## src/rtl/prf_read_scheduler_pkg.sv

```systemverilog
// prf_read_scheduler_pkg: issue-side types and constants shared by the PRF read scheduler.
package prf_read_scheduler_pkg;
    localparam int PREG_W        = 7;
    localparam int NUM_ISSUE_REQ = 3;
    localparam int REQ_ALU       = 0;
    localparam int REQ_BR        = 1;
    localparam int REQ_MEM       = 2;
    typedef struct packed {
        logic              valid;
        logic [5:0]        rob_idx;
        logic [4:0]        opcode;
        logic [PREG_W-1:0] prd;
        logic [PREG_W-1:0] pr1;
        logic [PREG_W-1:0] pr2;
    } rs_data;
    typedef struct packed {
        rs_data      rs;
        logic [31:0] ps1_data;
        logic [31:0] ps2_data;
    } issue_pkt;
    // p0 is hardwired zero and never occupies a read port
    function automatic logic [1:0] port_need(input rs_data d);
        return {1'b0, d.pr1 != '0} + {1'b0, d.pr2 != '0};
    endfunction
    function automatic logic [1:0] req_next(input logic [1:0] i);
        return (i == 2'(REQ_MEM)) ? 2'd0 : i + 2'd1;
    endfunction
endpackage

```

## src/rtl/prf_read_scheduler_allocator.sv

```systemverilog
// rr_port_allocator: round-robin greedy grant with lowest-index-first read-port assignment.
module rr_port_allocator
    import prf_read_scheduler_pkg::*;
#(
    parameter int NUM_RD_PORTS = 4,
    parameter int PORT_W       = (NUM_RD_PORTS > 1) ? $clog2(NUM_RD_PORTS) : 1
) (
    input  logic [NUM_ISSUE_REQ-1:0] elig,
    input  rs_data                   req_data [NUM_ISSUE_REQ],
    input  logic [1:0]               rr_ptr,
    output logic [NUM_ISSUE_REQ-1:0] grant,
    output logic [NUM_RD_PORTS-1:0]  port_en,
    output logic [PREG_W-1:0]        port_addr [NUM_RD_PORTS],
    output logic [PORT_W-1:0]        src1_port [NUM_ISSUE_REQ],
    output logic [PORT_W-1:0]        src2_port [NUM_ISSUE_REQ],
    output logic [1:0]               first_grant
);
    always_comb begin
        int         used;
        logic [1:0] idx;
        logic       found;
        grant       = '0;
        port_en     = '0;
        port_addr   = '{default: '0};
        src1_port   = '{default: '0};
        src2_port   = '{default: '0};
        first_grant = '0;
        used        = 0;
        idx         = rr_ptr;
        found       = 1'b0;
        for (int k = 0; k < NUM_ISSUE_REQ; k++) begin
            if (elig[idx] && int'(port_need(req_data[idx])) <= NUM_RD_PORTS - used) begin
                grant[idx] = 1'b1;
                if (!found) first_grant = idx;
                found = 1'b1;
                if (req_data[idx].pr1 != '0) begin
                    port_en[PORT_W'(used)]   = 1'b1;
                    port_addr[PORT_W'(used)] = req_data[idx].pr1;
                    src1_port[idx]           = PORT_W'(used);
                    used++;
                end
                if (req_data[idx].pr2 != '0) begin
                    port_en[PORT_W'(used)]   = 1'b1;
                    port_addr[PORT_W'(used)] = req_data[idx].pr2;
                    src2_port[idx]           = PORT_W'(used);
                    used++;
                end
            end
            idx = req_next(idx);
        end
    end
endmodule

```

## src/rtl/prf_read_scheduler.sv

```systemverilog
// prf_read_scheduler: shares PRF read ports among ALU/BR/MEM issue and holds one operand-ready op per FU.
module prf_read_scheduler
    import prf_read_scheduler_pkg::*;
#(
    parameter int NUM_RD_PORTS = 4
) (
    input  logic                           clk,
    input  logic                           rst_n,
    input  logic                           flush,
    input  logic [NUM_ISSUE_REQ-1:0]       req_valid,
    input  rs_data                         req_data [NUM_ISSUE_REQ],
    output logic [NUM_ISSUE_REQ-1:0]       req_ready,
    output logic [NUM_RD_PORTS-1:0]        prf_rd_en,
    output logic [NUM_RD_PORTS*PREG_W-1:0] prf_rd_addr,
    input  logic [NUM_RD_PORTS*32-1:0]     prf_rd_data,
    output logic [NUM_ISSUE_REQ-1:0]       fu_valid,
    input  logic [NUM_ISSUE_REQ-1:0]       fu_ready,
    output issue_pkt                       fu_op [NUM_ISSUE_REQ]
);
    localparam int PORT_W = (NUM_RD_PORTS > 1) ? $clog2(NUM_RD_PORTS) : 1;
    logic [1:0]               rr_ptr;
    logic [1:0]               first_grant;
    logic [NUM_ISSUE_REQ-1:0] elig;
    logic [NUM_ISSUE_REQ-1:0] grant;
    logic [PREG_W-1:0]        port_addr [NUM_RD_PORTS];
    logic [PORT_W-1:0]        src1_port [NUM_ISSUE_REQ];
    logic [PORT_W-1:0]        src2_port [NUM_ISSUE_REQ];
    logic [31:0]              rd_data [NUM_RD_PORTS];
    issue_pkt                 cap [NUM_ISSUE_REQ];
    rr_port_allocator #(.NUM_RD_PORTS(NUM_RD_PORTS), .PORT_W(PORT_W)) u_alloc (
        .elig        (elig),
        .req_data    (req_data),
        .rr_ptr      (rr_ptr),
        .grant       (grant),
        .port_en     (prf_rd_en),
        .port_addr   (port_addr),
        .src1_port   (src1_port),
        .src2_port   (src2_port),
        .first_grant (first_grant)
    );
    for (genvar p = 0; p < NUM_RD_PORTS; p++) begin : g_port
        assign rd_data[p]                        = prf_rd_data[p*32 +: 32];
        assign prf_rd_addr[p*PREG_W +: PREG_W]   = port_addr[p];
    end
    // a full slot still accepts a new op when its FU drains it this same cycle
    for (genvar i = 0; i < NUM_ISSUE_REQ; i++) begin : g_req
        assign elig[i] = rst_n && !flush && req_valid[i] && req_data[i].valid && (!fu_valid[i] || fu_ready[i]);
        assign cap[i]  = '{rs:       req_data[i],
                           ps1_data: (req_data[i].pr1 == '0) ? 32'd0 : rd_data[src1_port[i]],
                           ps2_data: (req_data[i].pr2 == '0) ? 32'd0 : rd_data[src2_port[i]]};
    end
    assign req_ready = grant;
    always_ff @(posedge clk or negedge rst_n) begin
        if (!rst_n) begin
            fu_valid <= '0;
            rr_ptr   <= '0;
            for (int i = 0; i < NUM_ISSUE_REQ; i++) fu_op[i] <= '0;
        end else if (flush) begin
            fu_valid <= '0;
        end else begin
            if (|grant) rr_ptr <= req_next(first_grant);
            for (int i = 0; i < NUM_ISSUE_REQ; i++) begin
                if (grant[i]) begin
                    fu_valid[i] <= 1'b1;
                    fu_op[i]    <= cap[i];
                end else if (fu_ready[i]) begin
                    fu_valid[i] <= 1'b0;
                end
            end
        end
    end
endmodule

```

## config.mk

```make
export PLATFORM = sky130hd
export DESIGN_NAME = prf_read_scheduler
export DESIGN_NICKNAME = d
export VERILOG_FILES = /design/src/rtl/prf_read_scheduler_pkg.sv /design/src/rtl/prf_read_scheduler_allocator.sv /design/src/rtl/prf_read_scheduler.sv
export SDC_FILE = /design/constraint.sdc
export NUM_CORES = 1
export LEC_CHECK = 0
export ABC_AREA = 1
export BUFFER_PORTS_ARGS = -buffer_cell sky130_fd_sc_hd__clkbuf_2
export CORE_AREA = 2 2 232 234
export DETAILED_ROUTE_END_ITERATION = 10
export DIE_AREA = 0 0 234 236
export SLEW_MARGIN = 20
export SYNTH_ARGS = -nofsm -noshare
export SYNTH_HDL_FRONTEND = slang
export SYNTH_SLANG_ARGS = --single-unit
```

## constraint.sdc

```tcl
create_clock -name clk -period 15.3 [get_ports clk]
set_clock_uncertainty 0.2 [all_clocks]
set_input_delay 2.295 -clock clk [delete_from_list [all_inputs] [get_ports clk]]
set_output_delay 2.295 -clock clk [all_outputs]
set_load 0.02 [all_outputs]
```

Word-level counts from Yosys, hierarchy flattened
Index checks and enable logic that the tools add are counted.
Widths: inputs -> output; s select.
{"block": "classes", "add_sub_neg": 11, "reduce_logical": 55, "eq_ne": 3, "mux": 143, "n_bitwise": 24, "magnitude_cmp": 40}
{"operator": "$mux 32", "count": 25}
{"operator": "$bmux 32 s2", "count": 6}
{"operator": "$mux 28", "count": 10}
{"operator": "$bmux 33 s2", "count": 3}
{"operator": "$bwmux 28", "count": 5}
{"operator": "$add 32x2->32 const B", "count": 3}
{"operator": "$mux 14", "count": 6}
{"operator": "$demux 7 s2", "count": 5}
{"operator": "$le 3x32->1", "count": 2}
{"operator": "$sub 4x32->32 const A", "count": 2}
{"operator": "$mux 6", "count": 10}
{"operator": "$mux 7", "count": 7}
{"operator": "$logic_not 7->1", "count": 6}
{"operator": "$reduce_bool 7->1", "count": 6}
{"operator": "$mux 4", "count": 10}
{"operator": "$logic_and 1x1->1", "count": 28}
{"operator": "$ge 3x3->1 const B", "count": 9}
{"operator": "$not 2->3", "count": 9}
{"operator": "$mux 2", "count": 13}
{"operator": "$mux 1", "count": 22}
{"operator": "$lt 2x4->1 const B", "count": 5}
{"operator": "$bwmux 6", "count": 3}
{"operator": "$demux 1 s2", "count": 8}
{"operator": "$ge 2x1->1 const B", "count": 8}
{"operator": "other kinds (22)", "count": 65}
{"block": "word_totals", "ff_bits": 296, "wordCells": 304, "out_inout_bits": 329}

Longest topological paths before layout
{"block": "logic_depth", "word_depth": 30, "ltp_mapped": 40, "ltp_nobuf": 35}

Modules after synthesis
From an unflattened synthesis, not the netlist that was laid out.
{"block": "unflattened", "cells_unflattened": 3438, "hier_area_um2": 21743.4}
{"module": "prf_read_scheduler", "area_per_inst_um2": 18142.4, "cells_per_inst": 2711, "n_inst": 1, "seq_area_each_um2": 7407.1}
{"module": "rr_port_allocator", "area_per_inst_um2": 3601.0, "cells_per_inst": 727, "n_inst": 1, "seq_area_each_um2": 0.0}

Worst setup path before layout
OpenSTA, ideal clock, no wires.
{"block": "synth_timing", "path_kind": "input to output", "from": "input port req_data[73] (netlist name)", "to": "output port prf_rd_addr[14]", "arrival_ps": 7218, "stages": 28, "t_required_ps": 12805, "n_path_buf": 1, "path_slack_ps": 5587, "path_cell_list": "a22oi_1 o21ai_0 nor4_1 nand2_1 ha_1 nand2_2 inv_2 ha_1 ha_1 a21oi_1 nor2_1 a21oi_1 nand2_1 inv_1 buf_2 nand3_2 nand2_1 ha_1 ha_1 a211oi_1 nand2_1 nor2_2 nand2_2 nand2_2 nor3_1 inv_1 nand3_1 o22ai_1"}
{"block": "synth_via", "elab_chain_cells": 26}
{"item": "from (decl)", "line_no": "prf_read_scheduler.sv:11", "rtl": "input rs_data req_data [NUM_ISSUE_REQ],"}
{"item": "branches (longest 25 deep; another with $add 32x2->32)"}
{"item": "$mux 28 (*)", "line_no": "prf_read_scheduler_allocator.sv:32", "rtl": "if (elig[idx] && int'(port_need(req_data[idx])) <= NUM_RD_PORTS - used) begin"}
{"item": "to (decl)", "line_no": "prf_read_scheduler.sv:14", "rtl": "output logic [NUM_RD_PORTS*PREG_W-1:0] prf_rd_addr,"}
Mark *: on every way between the ends. The select of a mux whose other input is x is not followed.

Worst setup path after layout
{"block": "layout_timing", "from": "input port req_data[72] (netlist name)", "to": "output port prf_rd_addr[17]"}
{"block": "layout_via", "elab_chain_cells": 23}
{"item": "branches (longest 22 deep; another with $add 32x2->32)"}
{"item": "$mux 28 (*)", "line_no": "prf_read_scheduler_allocator.sv:32"}
Marks and branches as above.

==> metrics.md <==
| Metric | Value |
|---|---|
| Outcome | completed |
| PortBufs | 564 |
| Sequential fraction of the synthesis area | 0.353 |
| CP startpoint kind | primary input |
| Maximum clock path buffer count | 3 |
| RSZ-0062 raised after global routing | false |
| Cell mode on critical path | ha_1 |
| CTS Hold Bufs | 0 |
| Total wire length | 99700 um |
| WHS Endpoint | fu_op[290]$_DFFE_PN0P_ |
| XOR/XNOR share of the synthesized area | 0 |
| Ys async rst share | 1.00 |
| Htree depth | 2 |
| Internal power | 0.00307 W |
| Multi-input gate area | 0.0120 mm2 |
| Post-synthesis mux area share | 0.00239 |
| Synthesized area per cell | 6.54 um2 |
| Register Area | 0.00741 mm2 |
| Synth Flop Type | dfrtp_1 |
| Achievable frequency | 86.2 MHz |
| Reg clk slew, reported paths | 0.06 ns |
| Hold Crit Class | reg2reg |
| Largest family of logic cells by synthesized area | simple AND/OR/NAND/NOR gates |
| Clock power share | 0.129 |
| Comb power frac | 0.672 |
| Nets@finish | 3870 |
| Clk sinks | 296 |
| CP required | 12.81 ns |
| Final setup viols | 0 |
| Reg2reg start | rr_ptr[1]$_DFFE_PN0P_ |
| DP Wirelength | 66500 um |
| Tot GR Track Use | 0.353 |
| First-pass GRT wire length | 149000 um |
| LEAKAGE | 13.4 nW |
| CTS Buf Count | 36 |
| Worst hold margin | 0.263 ns |
| Worst Tran Pin Value | 1.14 ns |
| Power per cell area | 290 mW/mm2 |
| GP Congestion | 0.981 |
| Final antenna-violating net count | 0 |
| Arr. time, crit path | 9.10 ns |
| Initial antenna violation count | 3 |
| Sw frac | 0.579 |
| Final hold vios | 0 |
| Number of distinct library cells after synthesis | 50 |
| Die width | 234 um |
| Final TNS setup | 0 ns |
| Worst r2r path cells | 33 |
| Yosys warnings | 0 |
| Crit path kind | in2out |
| Post-layout min period | 11.60 ns |
| Max FO, Critical Path | 20 |
| Mapped Nets | 3465 |
| Sequential share of power | 0.199 |
| DRT Pass-1 Iters | 6 |
| Residual DRC | 0 |
| Clock Latency Late Sink | 0.57 ns |
| Root buf cell | clkbuf_16 |
| Period utilization | 0.758 |
| Initial DRC count | 2986 |
| Min-delay src | fu_op[290]$_DFFE_PN0P_ |
| Boundary Pins | 565 |
| Reg2reg setup slack | 5.44 ns |
| DIE HEIGHT | 236 um |
| Total grt overflow | 0 |
| Worst Hold Depth | 1 |
| CP peak stage delay | 0.63 ns |
| Fillers | 5573 |
| Yosys reg bits | 296 |
| Critical-path top delay cell | inv_1 |
| Starting Density | 0.395 |
| Slew HR | 0.240 |
| CTS tree | done |
| Total number of vias | 25.2k |
| Mapped Area | 0.0210 mm2 |
| Num rows | 85 |
| Core area | 0.0531 mm2 |
| Max cap viols | 0 |
| Cells after synthesis | 3207 |
| Simple-Gate Fraction of Synth Area | 0.491 |
| Worst r2r dst | fu_op[10]$_DFFE_PN0P_ |
| Layout cells sized above 1 | 0.209 |
| Post-CTS sizing | 0 |
| Vias per cell | 5.80 |
| Compound-Gate Fraction of Synth Area | 0.0591 |
| Final Max Tran Viols | 0 |
| Largest net degree at the start of global routing | 70 |
| Post-CTS Setup Bufs | 0 |
| WL per Instance | 23.0 um |
| Largest vdd supply drop | 0.170 mV |
| Setup crit end kind | output pin |
| EDFF count, synth | 0 |
| Switch Pwr | 0.00423 W |
| Synthesized-area fraction occupied by adder cells | 0.0131 |
| Syn-to-layout area delta | 20.0% |
| Die footprint | 0.0552 mm2 |
| Vias in the first global route | 23.5k |
-- layer usage --
metal / track usage / up-vias / part of all wire
met5: 0 / - / 0.00034
met4: 0.157 / 6 / 0.049
met3: 0.0747 / 299 / 0.11
met2: 0.526 / 1628 / 0.44
met1: 0.488 / 11700 / 0.40
li1: - / 11500 / -
-- kinds of logic (layout without fill, tap and decap cells) --
group / after synthesis / count (layout)
AO/OA/AOI/OAI: 205 / 205
adder cells (fa/ha/maj): 22 / 22
buffers and inverters: 355 / 787
flip-flops: 296 / 296
multiplexers: 5 / 5
other: 0 / 3
AND/OR/NAND/NOR: 2324 / 2324
-- Yosys cell counts (8+ instances only) --
cell | n | share of area
o211ai_1 | 16 | 0.0057
o21ai_0 | 86 | 0.021
a21oi_1 | 28 | 0.0067
clkbuf_1 | 40 | 0.0072
o22ai_1 | 19 | 0.0057
ha_1 | 22 | 0.013
nor2_1 | 64 | 0.011
nand2_2 | 22 | 0.0066
nor2_2 | 11 | 0.0033
o21ai_1 | 15 | 0.0036
buf_4 | 43 | 0.015
nand3_1 | 1002 | 0.24
nand2_1 | 1175 | 0.21
dfrtp_1 | 296 | 0.35
nor2_4 | 10 | 0.0054
inv_1 | 103 | 0.018
inv_2 | 11 | 0.0020
buf_2 | 145 | 0.035
o221ai_1 | 8 | 0.0033
nand4_1 | 11 | 0.0033
-- flip-flops by register name (all words and copies together) (netlist names) --
| register | cells |
|---|---|
| fu_op | 291 |
| fu_valid | 3 |
| rr_ptr | 2 |
-- power groups by stage --
stage               clock [W]  combinational, W  sequential (W)
finish               0.000941           0.00491         0.00146
global route         0.000988           0.00531         0.00149
CTS                  0.000956           0.00485         0.00145
detailed placement          0           0.00484         0.00146
global placement            0           0.00483         0.00145
floorplan                   0           0.00277         0.00186
-- area by class of cell --
cell class,instances,share of cell area
diodes,3,0.000298
clock buffers,51,0.0433
clock inverters,14,0.00765
inverters,115,0.0174
multi-input cells,2556,0.477
flip-flops and latches,296,0.294
well taps,696,0.0346
repair buffers,607,0.125
-- cell usage in the layout (no fill, tap or decap), drive strengths merged --
cell | netlist | final
bufinv | 0 | 4
o21a | 1 | 1
o311ai | 1 | 1
diode | 0 | 3
a22oi | 7 | 7
clkbuf | 41 | 614
a31oi | 3 | 3
o21ai | 105 | 105
nand3 | 1007 | 1007
mux2i | 5 | 5
ha | 22 | 22
or4 | 1 | 1
a211o | 1 | 1
a221oi | 5 | 5
dfrtp | 296 | 296
nor4 | 6 | 6
o221ai | 8 | 8
a22o | 1 | 1
o32ai | 1 | 1
o22ai | 19 | 19
a21oi | 31 | 31
inv | 115 | 118
nand2 | 1198 | 1198
nor3 | 6 | 6
clkinv | 0 | 7
buf | 199 | 44
o2bb2ai | 1 | 1
or2 | 4 | 4
nor2 | 85 | 85
a21boi | 1 | 1
and3 | 1 | 1
o21bai | 1 | 1
a211oi | 2 | 2
o211ai | 16 | 16
o31ai | 1 | 1
nand4 | 16 | 16
-- how the worst max path moves through the flow --
stage,from,end,slack (ns),cells past startpoint
5_1_grt,req_data[40],prf_rd_addr[17],3.22,29
6_report,req_data[72],prf_rd_addr[17],3.70,31
3_5_place_dp,req_data[72],prf_rd_addr[17],3.80,31
4_1_cts,req_data[72],prf_rd_addr[17],3.79,31
2_1_floorplan,req_data[73],prf_rd_addr[14],5.59,28
3_3_place_gp,req_data[67],prf_rd_addr[19],3.96,31
-- through the flow --
| step | utilization | cell area, um2 | instances | setup WS, ns | power (W) |
|---|---|---|---|---|---|
| 6_report | 0.474 | 25200 | 4338 | 3.70 | 0.00730 |
| 5_1_grt | 0.474 | 25200 | 4335 | 3.22 | 0.00779 |
| 4_1_cts | 0.474 | 25200 | 4335 | 3.79 | 0.00726 |
| 3_5_place_dp | 0.450 | 23900 | 4270 | 3.80 | 0.00630 |
| 3_3_place_gp | 0.450 | 23900 | 4270 | 3.96 | 0.00628 |
| 2_1_floorplan | - | 21000 | 3207 | 5.59 | 0.00463 |
-- critical path, delay by kind of cell --
kind	cells	cell delay, ns
simple gates	13	2.32
fa+ha+maj	5	1.43
buf+inv	7	1.42
compound gates	6	1.58
Power figures use the tool's default switching activity.
